<file path="config.mk">
export PLATFORM = sky130hd
export DESIGN_NAME = ball_vertical_motion
export DESIGN_NICKNAME = d
export VERILOG_FILES = /design/src/rtl/ball_vertical_motion_pkg.sv /design/src/rtl/ball_vertical_motion_line_counter.sv /design/src/rtl/ball_vertical_motion.sv
export SDC_FILE = /design/constraint.sdc
export NUM_CORES = 1
export LEC_CHECK = 0
export ABC_AREA = 1
export CORE_MARGIN = 2
export CORE_UTILIZATION = 24
export DETAILED_ROUTE_END_ITERATION = 16
export DONT_BUFFER_PORTS = 1
export GPL_TIMING_DRIVEN = 0
export PLACE_DENSITY = 0.47
export SYNTH_ARGS = -nofsm -noshare
export SYNTH_HDL_FRONTEND = slang
export SYNTH_SLANG_ARGS = --single-unit
export TNS_END_PERCENT = 10
</file>
<file path="constraint.sdc">
create_clock -name i_Clk -period 2.45 [get_ports i_Clk]
set_input_delay 0.245 -clock i_Clk [delete_from_list [all_inputs] [get_ports i_Clk]]
set_output_delay 0.245 -clock i_Clk [all_outputs]
set_load 0.005 [all_outputs]
</file>
<file path="src/rtl/ball_vertical_motion_pkg.sv">
// ball_vertical_motion_pkg: shared defaults, FSM states and geometry helpers for the vertical ball engine
package ball_vertical_motion_pkg;
  localparam int DEF_V_VISIBLE = 480;
  localparam int DEF_BALL_SIZE = 8;
  localparam int DEF_MAX_SPEED = 7;
  typedef enum logic {PARKED, MOVING} ball_state_e;
  function automatic int max_pos(input int v_visible, input int ball_size);
    return v_visible - ball_size;
  endfunction
  function automatic int center_pos(input int v_visible, input int ball_size);
    return (v_visible - ball_size) / 2;
  endfunction
endpackage

</file>
<file path="src/rtl/ball_vertical_motion_line_counter.sv">
// vid_line_counter: visible line counter plus registered VBlank rising-edge frame tick
module vid_line_counter
  import ball_vertical_motion_pkg::*;
#(
  parameter int V_VISIBLE = DEF_V_VISIBLE,
  localparam int PW = $clog2(V_VISIBLE + 1)
) (
  input  logic          i_Clk,
  input  logic          i_Rst_n,
  input  logic          i_HReset,
  input  logic          i_VBlank,
  output logic [PW-1:0] line_cnt,
  output logic          frame_tick
);
  logic vblank_q;
  // count lines during the visible area, saturating; the previous VBlank feeds the edge detect
  always_ff @(posedge i_Clk or negedge i_Rst_n) begin
    if (!i_Rst_n) begin
      line_cnt <= '0;
      vblank_q <= 1'b1;
    end else begin
      vblank_q <= i_VBlank;
      if (i_VBlank) line_cnt <= '0;
      else if (i_HReset && line_cnt != PW'(V_VISIBLE)) line_cnt <= line_cnt + 1'b1;
    end
  end
  assign frame_tick = i_VBlank & ~vblank_q;
endmodule

</file>
<file path="src/rtl/ball_vertical_motion.sv">
// ball_vertical_motion: per-frame vertical ball position, wall reflection and line-gated video
module ball_vertical_motion
  import ball_vertical_motion_pkg::*;
#(
  parameter int V_VISIBLE = DEF_V_VISIBLE,
  parameter int BALL_SIZE = DEF_BALL_SIZE,
  parameter int MAX_SPEED = DEF_MAX_SPEED,
  parameter int SPEED_W   = 3,
  localparam int PW = $clog2(V_VISIBLE + 1)
) (
  input  logic               i_Clk,
  input  logic               i_Rst_n,
  input  logic               i_HReset,
  input  logic               i_VBlank,
  input  logic               i_Serve,
  input  logic               i_ServeDir,
  input  logic               i_Flip,
  input  logic               i_Stop,
  input  logic [SPEED_W-1:0] i_Speed,
  output logic               o_Video,
  output logic [PW-1:0]      o_Pos,
  output logic               o_Dir,
  output logic               o_Moving,
  output logic               o_WallHit
);
  localparam int AW = PW + 1;
  localparam logic [AW-1:0] MAX_POS = AW'(max_pos(V_VISIBLE, BALL_SIZE));
  localparam logic [AW-1:0] CENTER  = AW'(center_pos(V_VISIBLE, BALL_SIZE));
  localparam logic [AW-1:0] SIZE_A  = AW'(BALL_SIZE);
  localparam logic [AW-1:0] MAX_S   = AW'(MAX_SPEED);
  ball_state_e   state_q, state_d;
  logic [PW-1:0] pos_q, pos_d, line_cnt;
  logic          dir_q, dir_d, hit_q, hit_d, frame_tick;
  logic          serve_p, serve_dir_p, flip_p, stop_p;
  logic          eff_serve, eff_dir, eff_flip, eff_stop, move_dir;
  logic [AW-1:0] pos_a, speed_a, s, n, down_pos, up_pos;
  vid_line_counter #(.V_VISIBLE(V_VISIBLE)) u_lines (
    .i_Clk(i_Clk), .i_Rst_n(i_Rst_n), .i_HReset(i_HReset), .i_VBlank(i_VBlank),
    .line_cnt(line_cnt), .frame_tick(frame_tick)
  );
  assign pos_a     = AW'(pos_q);
  assign speed_a   = AW'(i_Speed);
  assign s         = speed_a > MAX_S ? MAX_S : speed_a;
  assign n         = pos_a + s;
  assign down_pos  = n > MAX_POS ? (MAX_POS << 1) - n : n;
  assign up_pos    = s > pos_a ? s - pos_a : pos_a - s;
  assign eff_serve = serve_p | i_Serve;
  assign eff_dir   = i_Serve ? i_ServeDir : serve_dir_p;
  assign eff_flip  = flip_p | i_Flip;
  assign eff_stop  = stop_p | i_Stop;
  assign move_dir  = dir_q ^ eff_flip;
  // one update per frame tick: stop beats serve beats flip beats plain motion
  always_comb begin
    state_d = state_q;
    pos_d   = pos_q;
    dir_d   = dir_q;
    hit_d   = 1'b0;
    if (frame_tick) begin
      if (eff_stop) state_d = PARKED;
      else if (eff_serve) begin
        state_d = MOVING;
        pos_d   = PW'(CENTER);
        dir_d   = eff_dir;
      end else if (state_q == MOVING) begin
        pos_d = PW'(move_dir ? down_pos : up_pos);
        hit_d = move_dir ? n > MAX_POS : s > pos_a;
        dir_d = hit_d ? ~move_dir : move_dir;
      end
    end
  end
  // FSM state, position/direction and the one-cycle wall hit pulse
  always_ff @(posedge i_Clk or negedge i_Rst_n) begin
    if (!i_Rst_n) begin
      state_q <= PARKED;
      pos_q   <= PW'(CENTER);
      dir_q   <= 1'b0;
      hit_q   <= 1'b0;
    end else begin
      state_q <= state_d;
      pos_q   <= pos_d;
      dir_q   <= dir_d;
      hit_q   <= hit_d;
    end
  end
  // sticky request flags, consumed on the frame tick
  always_ff @(posedge i_Clk or negedge i_Rst_n) begin
    if (!i_Rst_n) begin
      serve_p     <= 1'b0;
      serve_dir_p <= 1'b0;
      flip_p      <= 1'b0;
      stop_p      <= 1'b0;
    end else if (frame_tick) begin
      serve_p     <= 1'b0;
      serve_dir_p <= 1'b0;
      flip_p      <= 1'b0;
      stop_p      <= 1'b0;
    end else begin
      serve_p     <= serve_p | i_Serve;
      serve_dir_p <= i_Serve ? i_ServeDir : serve_dir_p;
      flip_p      <= flip_p | i_Flip;
      stop_p      <= stop_p | i_Stop;
    end
  end
  assign o_Video   = ~i_VBlank && AW'(line_cnt) > pos_a && AW'(line_cnt) <= pos_a + SIZE_A;
  assign o_Pos     = pos_q;
  assign o_Dir     = dir_q;
  assign o_Moving  = state_q == MOVING;
  assign o_WallHit = hit_q;
endmodule

</file>
==> metrics.txt <==
status=finished with violations; failing checks=setup timing; FMAX=around 380 MHz; CP max-delay cell=dfstp_2; Synth area leader=dfrtp_1; CTS Root Cell=clkbuf_16; Yosys reg bits=26; die area=about 12,000 um2; crit-path max cell delay=0.62 ns; Critical Path AT=roughly 2.4 ns; post-layout worst setup margin=-0.179 ns; Mapped Area=between 2000 and 3000 um2; First-pass DRT Iterations=5; commonest non-fill, non-tap cell in the layout=nand2_1; Top FF cell, synth=dfrtp_1; critical path cell sequence=buf_8 -> clkinvlp_4 -> ha_4 -> inv_2 -> ha_4 -> nand2_4 -> nor4_4 -> nand2_1 -> a211oi_2; max_slew headroom=59.2%; Crit. End Element=output port; vias in the first global route=2,568; DR vias=2,511; Slew Viols, Final=0; placed cells=533; Finished Layout Cells=between 500 and 600; register area share after synthesis=24.0%; ys async rst share=100%; row count=39; first-pass GRT wire length=12,700 um; Layout area overhead=20.6%; Most common cell on crit path=ha_4; Slew @ Worst Pin=around 0.6 ns; CTS clk-pin slew, worst paths=0.08 ns; core area=11,300 um2; Mapped Cells=390; routed length per instance=13.7 um; hpwl dp=5910 um; CTS Buf Count=3; Tmin final=2.63 ns; I/O pin count=24; crit share post-route=107%; Total Routing Usage GR=12.6%; Layout Utilization=between 20% and 30%; Starting Density=between 20% and 30%; Final nets=451; drt initial violations=about 110; # DRC=0; Post-Syn Nets=434; Crit path buffers/inverters=3; final wirelength=7520 um; Overflow after GRT=0; PwrDens=670 nW/um2; CTS H-tree depth=1; pre-CTS WS=-0.206 ns; share of post-route cells with drive strength above 1=between 15 and 20%; Pleak=approximately 1.5 nW; YS warnings=0; Worst path top cell family by delay=flip-flops; Tot Pwr=roughly 2.2 mW; Clock Latency Late Sink=between 0.2 and 0.3 ns; Fin. Hold Viols=0; clk sink count=26; fill count=1,198; clock skew after layout=around 0.0028 ns; Setup crit start kind=register; crit path max fanout=4; final setup vio count=1; diodes inserted=0; final instance area=about 3300 um2; commonest non-fill, non-tap cells in the layout=83 x nand2_1, 47 x inv_1, 31 x nor2_1; largest net degree at the start of global routing=27; HP Class=in -> reg; Max VDD drop=358 uV; RSZ-0062 raised after global routing=yes; Die W=between 100 and 150 um; TritonCTS clock tree=built; Max clock buf depth=2; post-route ant nets=0; antenna violations before repair=0; CP Class=reg -> out; IO buf count=0; Via density=between 4 and 5; RePlAce Congestion=0.805; Die Y-Extent=111 um; Synth cell types=43; Post-synth EDFFs=0; Synth top area share=18.3%; ranking of synthesized cells by area=dfrtp_1 18%, ha_1 14%, nand2_1 12%; Critical Path RT=2.20 ns; Syn Area/Cell=7.03 um2; Cell Area, Placed=between 2000 and 3000 um2; Max-Cap Viols=0
[final cells by class]
class / count / area, um2 / share of cell area (%)
Multi-Input combinational cell: 300 / 1980 / 59.9
Sequential cell: 26 / 662 / 20.0
Inverter: 57 / 220 / 6.66
Tap cell: 143 / 179 / 5.41
Timing Repair Buffer: 12 / 111 / 3.37
Clock buffer: 3 / 75.1 / 2.27
Buffer: 7 / 50.0 / 1.51
Clock inverter: 1 / 30.0 / 0.908
[registers in the layout, summed over array words and instances (netlist names)]
name	count
flip_p	1
o_Dir	1
o_Moving	1
o_Pos	9
o_WallHit	1
serve_dir_p	1
serve_p	1
stop_p	1
u_lines.line_cnt	9
u_lines.vblank_q	1
[through the flow]
step                      hold WS, ns  setup TNS (ns)
final                          0.0339          -0.179
after global routing           0.0304          -0.630
after CTS                      0.0293          -0.150
after detailed placement      -0.0498           -1.15
after global placement        -0.0496           -1.09
after floorplan               -0.0506               0
[repair_timing]
item,4_1_cts,5_1_grt
setup endpoints to repair,9,8
pin swaps,14,12
resized for setup,29,11
endpoints found under the hold margin,27,0
buffers inserted,7,2
hold buffers,3,0
[kinds of logic after synthesis]
logic type	after synthesis	synth area share, %
AND/OR/NAND/NOR	188	32.3
AO/OA/AOI/OAI	65	13.8
buffers and inverters	64	9.49
adder cells (fa/ha/maj)	33	15.9
flip-flops	26	24.0
XOR/XNOR	13	4.15
multiplexers	1	0.365
[final timing paths]
check,start,end,slack (ns),cells after the start
max in group asynchronous,i_Rst_n,o_Pos[5],1.81,2
worst min register to register,flip_p,flip_p,0.50,2
worst min-delay path,i_VBlank,u_lines.line_cnt[4],0.03,1
worst max-delay path,o_Pos[3],o_Video,-0.18,9
worst max register to register,o_Pos[0],o_Pos[4],0.08,15
min in group asynchronous,i_Rst_n,u_lines.line_cnt[8],0.40,2
[metal layers]
| layer | vias up | GRT usage (%) | wire [um] |
|---|---|---|---|
| met5 | - | 0 | 0 |
| met4 | 0 | 1.25 | 34 |
| met3 | 4 | 2.24 | 258 |
| met2 | 40 | 23.4 | 3860 |
| met1 | 1159 | 15.8 | 3370 |
| li1 | 1308 | - | - |
[power by group]
group | total [mW] | internal (mW) | leakage [nW] | switching, mW
Combinational | 1.11 | 0.418 | 1.14 | 0.697
Sequential | 0.590 | 0.500 | 0.320 | 0.0904
Clock | 0.510 | 0.326 | 0.0511 | 0.184
Total | 2.21 | 1.24 | 1.51 | 0.971
[synthesized netlist by cell type, drive strengths merged, types with 3 or more instances]
cell	number
nand2	97
inv	55
nor2	40
nand3	34
ha	30
a21oi	28
o21ai	23
dfrtp	20
xor2	11
dfstp	6
nand4	6
nor3	6
buf	5
a21boi	3
fa	3
nand3b	3
o21a	3
Power figures use the tool's default switching activity.
